===== src/rtl/fifo_pkg.sv =====
// Shared definitions for the async_fifo write-side blocks: arbiter state type,
// default FIFO geometry and a width helper that never returns zero.
package fifo_pkg;

  typedef enum logic [0:0] {
    IDLE   = 1'b0,
    LOCKED = 1'b1
  } arb_state_e;

  localparam int DEFAULT_DSIZE = 8;
  localparam int DEFAULT_ASIZE = 4;

  // A one-entry index space still needs a one-bit field.
  function automatic int clog2_safe(input int n);
    return (n <= 1) ? 1 : $clog2(n);
  endfunction

endpackage


===== src/rtl/fifo_wr_arbiter_rr_pick.sv =====
// Combinational round-robin picker: first valid requester at or after ptr,
// wrapping modulo NREQ (NREQ need not be a power of two).
module rr_pick
  import fifo_pkg::*;
#(
  parameter  int NREQ = 4,
  localparam int IW   = clog2_safe(NREQ)
) (
  input  logic [IW-1:0]   ptr,
  input  logic [NREQ-1:0] req_valid,
  output logic [IW-1:0]   idx,
  output logic            found
);

  localparam logic [IW:0] NREQ_W = NREQ[IW:0];

  logic [IW:0] cand_s;

  // Scan from the farthest offset down so the nearest valid index is written last.
  always_comb begin
    idx    = '0;
    cand_s = '0;
    for (int i = NREQ - 1; i >= 0; i--) begin
      cand_s = {1'b0, ptr} + i[IW:0];
      cand_s = (cand_s >= NREQ_W) ? cand_s - NREQ_W : cand_s;
      idx    = req_valid[cand_s[IW-1:0]] ? cand_s[IW-1:0] : idx;
    end
    found = |req_valid;
  end

endmodule


===== src/rtl/fifo_wr_arbiter.sv =====
// Round-robin, burst-locked scheduler sharing the async_fifo write port among
// NREQ producers; wfull backpressure reaches only the current grant holder.
module fifo_wr_arbiter
  import fifo_pkg::*;
#(
  parameter  int NREQ  = 4,
  parameter  int DSIZE = DEFAULT_DSIZE,
  parameter  int BURST = 4,
  localparam int IW    = clog2_safe(NREQ),
  localparam int CW    = clog2_safe(BURST + 1)
) (
  input  logic                  wclk,
  input  logic                  wrst,
  input  logic [NREQ-1:0]       req_valid,
  input  logic [NREQ*DSIZE-1:0] req_data,
  output logic [NREQ-1:0]       req_ready,
  output logic                  winc,
  output logic [DSIZE-1:0]      wdata,
  input  logic                  wfull,
  output logic                  gnt_valid,
  output logic [IW-1:0]         gnt_id
);

  localparam int            NM1      = NREQ - 1;
  localparam int            BM1      = BURST - 1;
  localparam logic [IW-1:0] GNT_LAST = NM1[IW-1:0];
  localparam logic [CW-1:0] CNT_LAST = BM1[CW-1:0];

  arb_state_e    st_r;
  logic [IW-1:0] gnt_r;
  logic [IW-1:0] ptr_r;
  logic [CW-1:0] cnt_r;

  logic [IW-1:0] gnt_inc_s;
  logic [IW-1:0] pick_ptr_s;
  logic [IW-1:0] pick_idx_s;
  logic          pick_found_s;
  logic          exit_s;

  // While locked the picker starts just past the holder, so a yield re-arbitrates in the same cycle.
  assign gnt_inc_s  = (gnt_r == GNT_LAST) ? '0 : gnt_r + 1'b1;
  assign pick_ptr_s = (st_r == LOCKED) ? gnt_inc_s : ptr_r;
  assign exit_s     = (winc && (cnt_r == CNT_LAST)) || !req_valid[gnt_r];

  rr_pick #(.NREQ(NREQ)) u_pick (
    .ptr       (pick_ptr_s),
    .req_valid (req_valid),
    .idx       (pick_idx_s),
    .found     (pick_found_s)
  );

  // Write-port mux: only the holder sees ready, and never while the FIFO is full.
  always_comb begin
    req_ready = '0;
    winc      = 1'b0;
    wdata     = '0;
    if (st_r == LOCKED) begin
      req_ready[gnt_r] = ~wfull;
      winc             = req_valid[gnt_r] & ~wfull;
      wdata            = winc ? req_data[gnt_r*DSIZE +: DSIZE] : '0;
    end else begin
      req_ready = '0;
      winc      = 1'b0;
      wdata     = '0;
    end
  end

  assign gnt_valid = (st_r == LOCKED);
  assign gnt_id    = (st_r == LOCKED) ? gnt_r : '0;

  // Grant state machine: arbitration, burst counting and back-to-back hand-over.
  always_ff @(posedge wclk or posedge wrst) begin
    if (wrst) begin
      st_r  <= IDLE;
      gnt_r <= '0;
      ptr_r <= '0;
      cnt_r <= '0;
    end else begin
      case (st_r)
        IDLE: begin
          if (pick_found_s) begin
            st_r  <= LOCKED;
            gnt_r <= pick_idx_s;
            cnt_r <= '0;
          end else begin
            st_r <= IDLE;
          end
        end
        LOCKED: begin
          if (exit_s) begin
            ptr_r <= gnt_inc_s;
            cnt_r <= '0;
            if (pick_found_s) begin
              gnt_r <= pick_idx_s;
            end else begin
              st_r <= IDLE;
            end
          end else if (winc) begin
            cnt_r <= cnt_r + 1'b1;
          end else begin
            cnt_r <= cnt_r;
          end
        end
        default: begin
          st_r  <= IDLE;
          cnt_r <= '0;
        end
      endcase
    end
  end

endmodule


===== config.mk =====
export PLATFORM = sky130hd
export DESIGN_NAME = fifo_wr_arbiter
export DESIGN_NICKNAME = d
export VERILOG_FILES = /design/src/rtl/fifo_pkg.sv /design/src/rtl/fifo_wr_arbiter_rr_pick.sv /design/src/rtl/fifo_wr_arbiter.sv
export SDC_FILE = /design/constraint.sdc
export NUM_CORES = 1
export LEC_CHECK = 0
export CAP_MARGIN = 20
export CORE_MARGIN = 1
export CORE_UTILIZATION = 36
export DETAILED_ROUTE_END_ITERATION = 10
export PLACE_DENSITY = 0.81
export REMOVE_ABC_BUFFERS = 1
export SETUP_SLACK_MARGIN = 0.5
export SYNTH_ARGS = -nofsm -noshare
export SYNTH_HDL_FRONTEND = slang
export SYNTH_SLANG_ARGS = --single-unit

===== constraint.sdc =====
create_clock -name wclk -period 2.8 [get_ports wclk]
set_input_delay 0.28 -clock wclk [delete_from_list [all_inputs] [get_ports wclk]]
set_output_delay 0.28 -clock wclk [all_outputs]
set_load 0.01 [all_outputs]

==> flow_summary.json <==
{
  "vias": 940,
  "use_met2_pct": 38.7,
  "maxSlewViolCount": 0,
  "maxCapViolations": 0,
  "num_rows": 17,
  "placed_cell_area_sq_um": 1410,
  "clk_pin_slew_ps": 50,
  "use_met1_pct": 26.0,
  "min_period_ps": 2270,
  "cp.arrival_ps": 1990,
  "maxSlewHeadroom_pct": 62.1,
  "wl_mm": 2.88,
  "finalHoldViolCount": 0,
  "dieWidth_microns": 50.1,
  "numCtsBuffers": 3,
  "top_usage_layer": "met2",
  "syn_to_final_growth_pct": 88.4,
  "cts-htree-levels": 1,
  "multi_input_area_sq_um": 607,
  "clock_path_buffers": 2,
  "synth_area_leaders": "mux4_2 (24%), dfrtp_1 (24%), ha_1 (9.0%), and3_1 (6.0%), mux2_2 (5.4%)",
  "yosys_register_bits": 8,
  "period_share_pct": 81.2,
  "synth_top_area_cell": "mux4_2",
  "hp-class": "in -> async",
  "antenna_cells": 0,
  "drcViolationCount": 0,
  "crit_type": "in -> out",
  "synth_cells": 80,
  "crit_path_end_kind": "output port",
  "drt_iter0_drc": 26,
  "cp_max_fo": 6,
  "ant_nets": 0,
  "r2r_slack_ps": 680,
  "antenna_found_initial": 0,
  "dpl.hpwl_mm": 1.93,
  "required_ps": 2520,
  "synth_area_per_cell_sq_um": 10.4,
  "synth_edf_count": 0,
  "fmax_mhz": 440,
  "reg2reg_depth": 7,
  "viasPerCell": 5.31,
  "grtUsageTotal_pct": 22.1,
  "seqCellArea_sq_um": 201,
  "cts_root_buffer": "clkbuf_4",
  "r2r-end": "ptr_r[1]",
  "drive_above_1_share_pct": 24.2,
  "grt_max_degree": 14,
  "finalNonFillerCells": 177,
  "tns_ps": 0,
  "dp_cells": 161,
  "drt_first_pass_iters": 4,
  "peakVddDrop_uv": 457,
  "reg2reg_from": "gnt_r[0]",
  "wl_per_cell_microns": 16.2,
  "die-area_sq_um": 2510,
  "cts.sinks": 8,
  "rsz0062_at_grt": "yes",
  "grt_pass1_wl_mm": 4.17,
  "fillers": 162,
  "setup_violations": 0,
  "die_h_microns": 50.1,
  "yosys.area.top_type_share_pct": 24.4,
  "fin_area_sq_um": 1570,
  "cts_tree": "done",
  "ys_types": 25,
  "start_util_pct": 38.0,
  "grt_pass1_vias": 877,
  "cp-start-kind": "input port",
  "power_mw": 1.16,
  "yosysWarnings": 0,
  "status": "completed",
  "power.density_nw_per_um2": 738,
  "place_congestion": 0.739,
  "layout.nets": 196,
  "yosysSeqAreaShare_pct": 24.1,
  "numPortBuffers": 54,
  "core_area_sq_um": 2190,
  "overflow": 0,
  "synthFlopType": "dfrtp_1",
  "fin_worst_skew_ps": 0.743,
  "synth.cell_area_sq_um": 832,
  "tightestPinTransition_ps": 563,
  "async_flop_share_pct": 100,
  "clk-insertion-delay-late_ps": 250,
  "leakagePower_nw": 0.792,
  "met3_usage_pct": 6.48,
  "ios": 55
}
==> critical path, cell delays in order <==
cell and delay [ps]:
clkdlybuf4s50_1 520, mux4_2 580, nand2_2 110, inv_1 40
clkdlybuf4s50_1 460
==> layer usage <==
| layer | routed length [microns] | share of wire [%] |
|---|---|---|
| met3 | 252 | 8.8 |
| met1 | 1140 | 40 |
| met4 | 71 | 2.5 |
| met2 | 1410 | 49 |
| met5 | 0 | 0 |
==> where the power goes <==
group          leakage [nW]  switching, mW  total [mW]  internal [mW]
Clock                0.0138         0.0360      0.0848         0.0488
Sequential           0.0967         0.0421       0.203          0.161
Combinational         0.682          0.340       0.870          0.530
Total                 0.792          0.418        1.16          0.739
==> per-stage QoR <==
step	worst slack, ps	util (%)	hold slack, ps
2_1_floorplan	720	-	95.7
3_3_place_gp	471	64.2	467
3_5_place_dp	455	64.2	479
4_1_cts	503	68.2	274
5_1_grt	493	71.6	286
6_report	527	71.6	274
==> cell families after synthesis <==
kind of cell	count (synthesis)	synth area share (%)
buffers and inverters	11	6.02
AOI/OAI and AO/OA	11	9.93
adders and majority gates	6	9.02
and+or+nand+nor	30	20.0
DFF	8	24.1
muxes	14	31.0
==> layout make-up <==
cell class | instances | area share, %
clock buffers | 3 | 1.44
well taps | 28 | 2.23
multi-input cells | 62 | 38.7
repair buffers | 69 | 43.1
flip-flops and latches | 8 | 12.8
inverters | 7 | 1.68
==> cells in the mapped netlist (all sizes together) (2+ instances only) <==
master and count:
a21oi 2, mux2 4, nand2b 3, a22o 2, nand2 6, ha 6, clkbuf 2, dfrtp 8
and2 5, and3 8, mux4 9, nor2 4, o31ai 3, buf 2, inv 7
==> registers in the layout, indices dropped and copies added (netlist names) <==
register / count
cnt_r: 3
gnt_r: 2
gnt_valid: 1
ptr_r: 2
==> worst max path at each step <==
stage                       startpoint  endpoint  slack, ps  cells after the start
after floorplan               gnt_r[0]  gnt_r[1]        720                      6
after global placement    req_valid[3]  wdata[6]        470                      4
after detailed placement  req_valid[3]  wdata[6]        460                      4
after CTS                     gnt_r[0]  wdata[6]        500                      4
after global routing      req_valid[2]      winc        490                      5
final                     req_valid[2]      winc        530                      5
==> cell usage in the layout, fill, tap and decap left out, types with 2 or more instances in the layout <==
| master | count |
|---|---|
| a21oi_1 | 2 |
| a22o_1 | 2 |
| and2_1 | 5 |
| and3_1 | 8 |
| buf_4 | 14 |
| clkbuf_4 | 3 |
| clkdlybuf4s50_1 | 45 |
| dfrtp_1 | 7 |
| dlygate4sd2_1 | 2 |
| dlymetal6s2s_1 | 7 |
| ha_1 | 6 |
| inv_1 | 7 |
| mux2_2 | 4 |
| mux4_2 | 10 |
| nand2_1 | 5 |
| nand2b_1 | 3 |
| nor2_1 | 4 |
| o31ai_1 | 3 |
==> timing repair <==
item                                    CTS  global route
gates cloned                              1             0
gates resized for setup                   6             8
endpoints found under the setup margin    9             9
buffers inserted                          5             7
hold buffers                              0             0
Power figures use the tool's default switching activity.
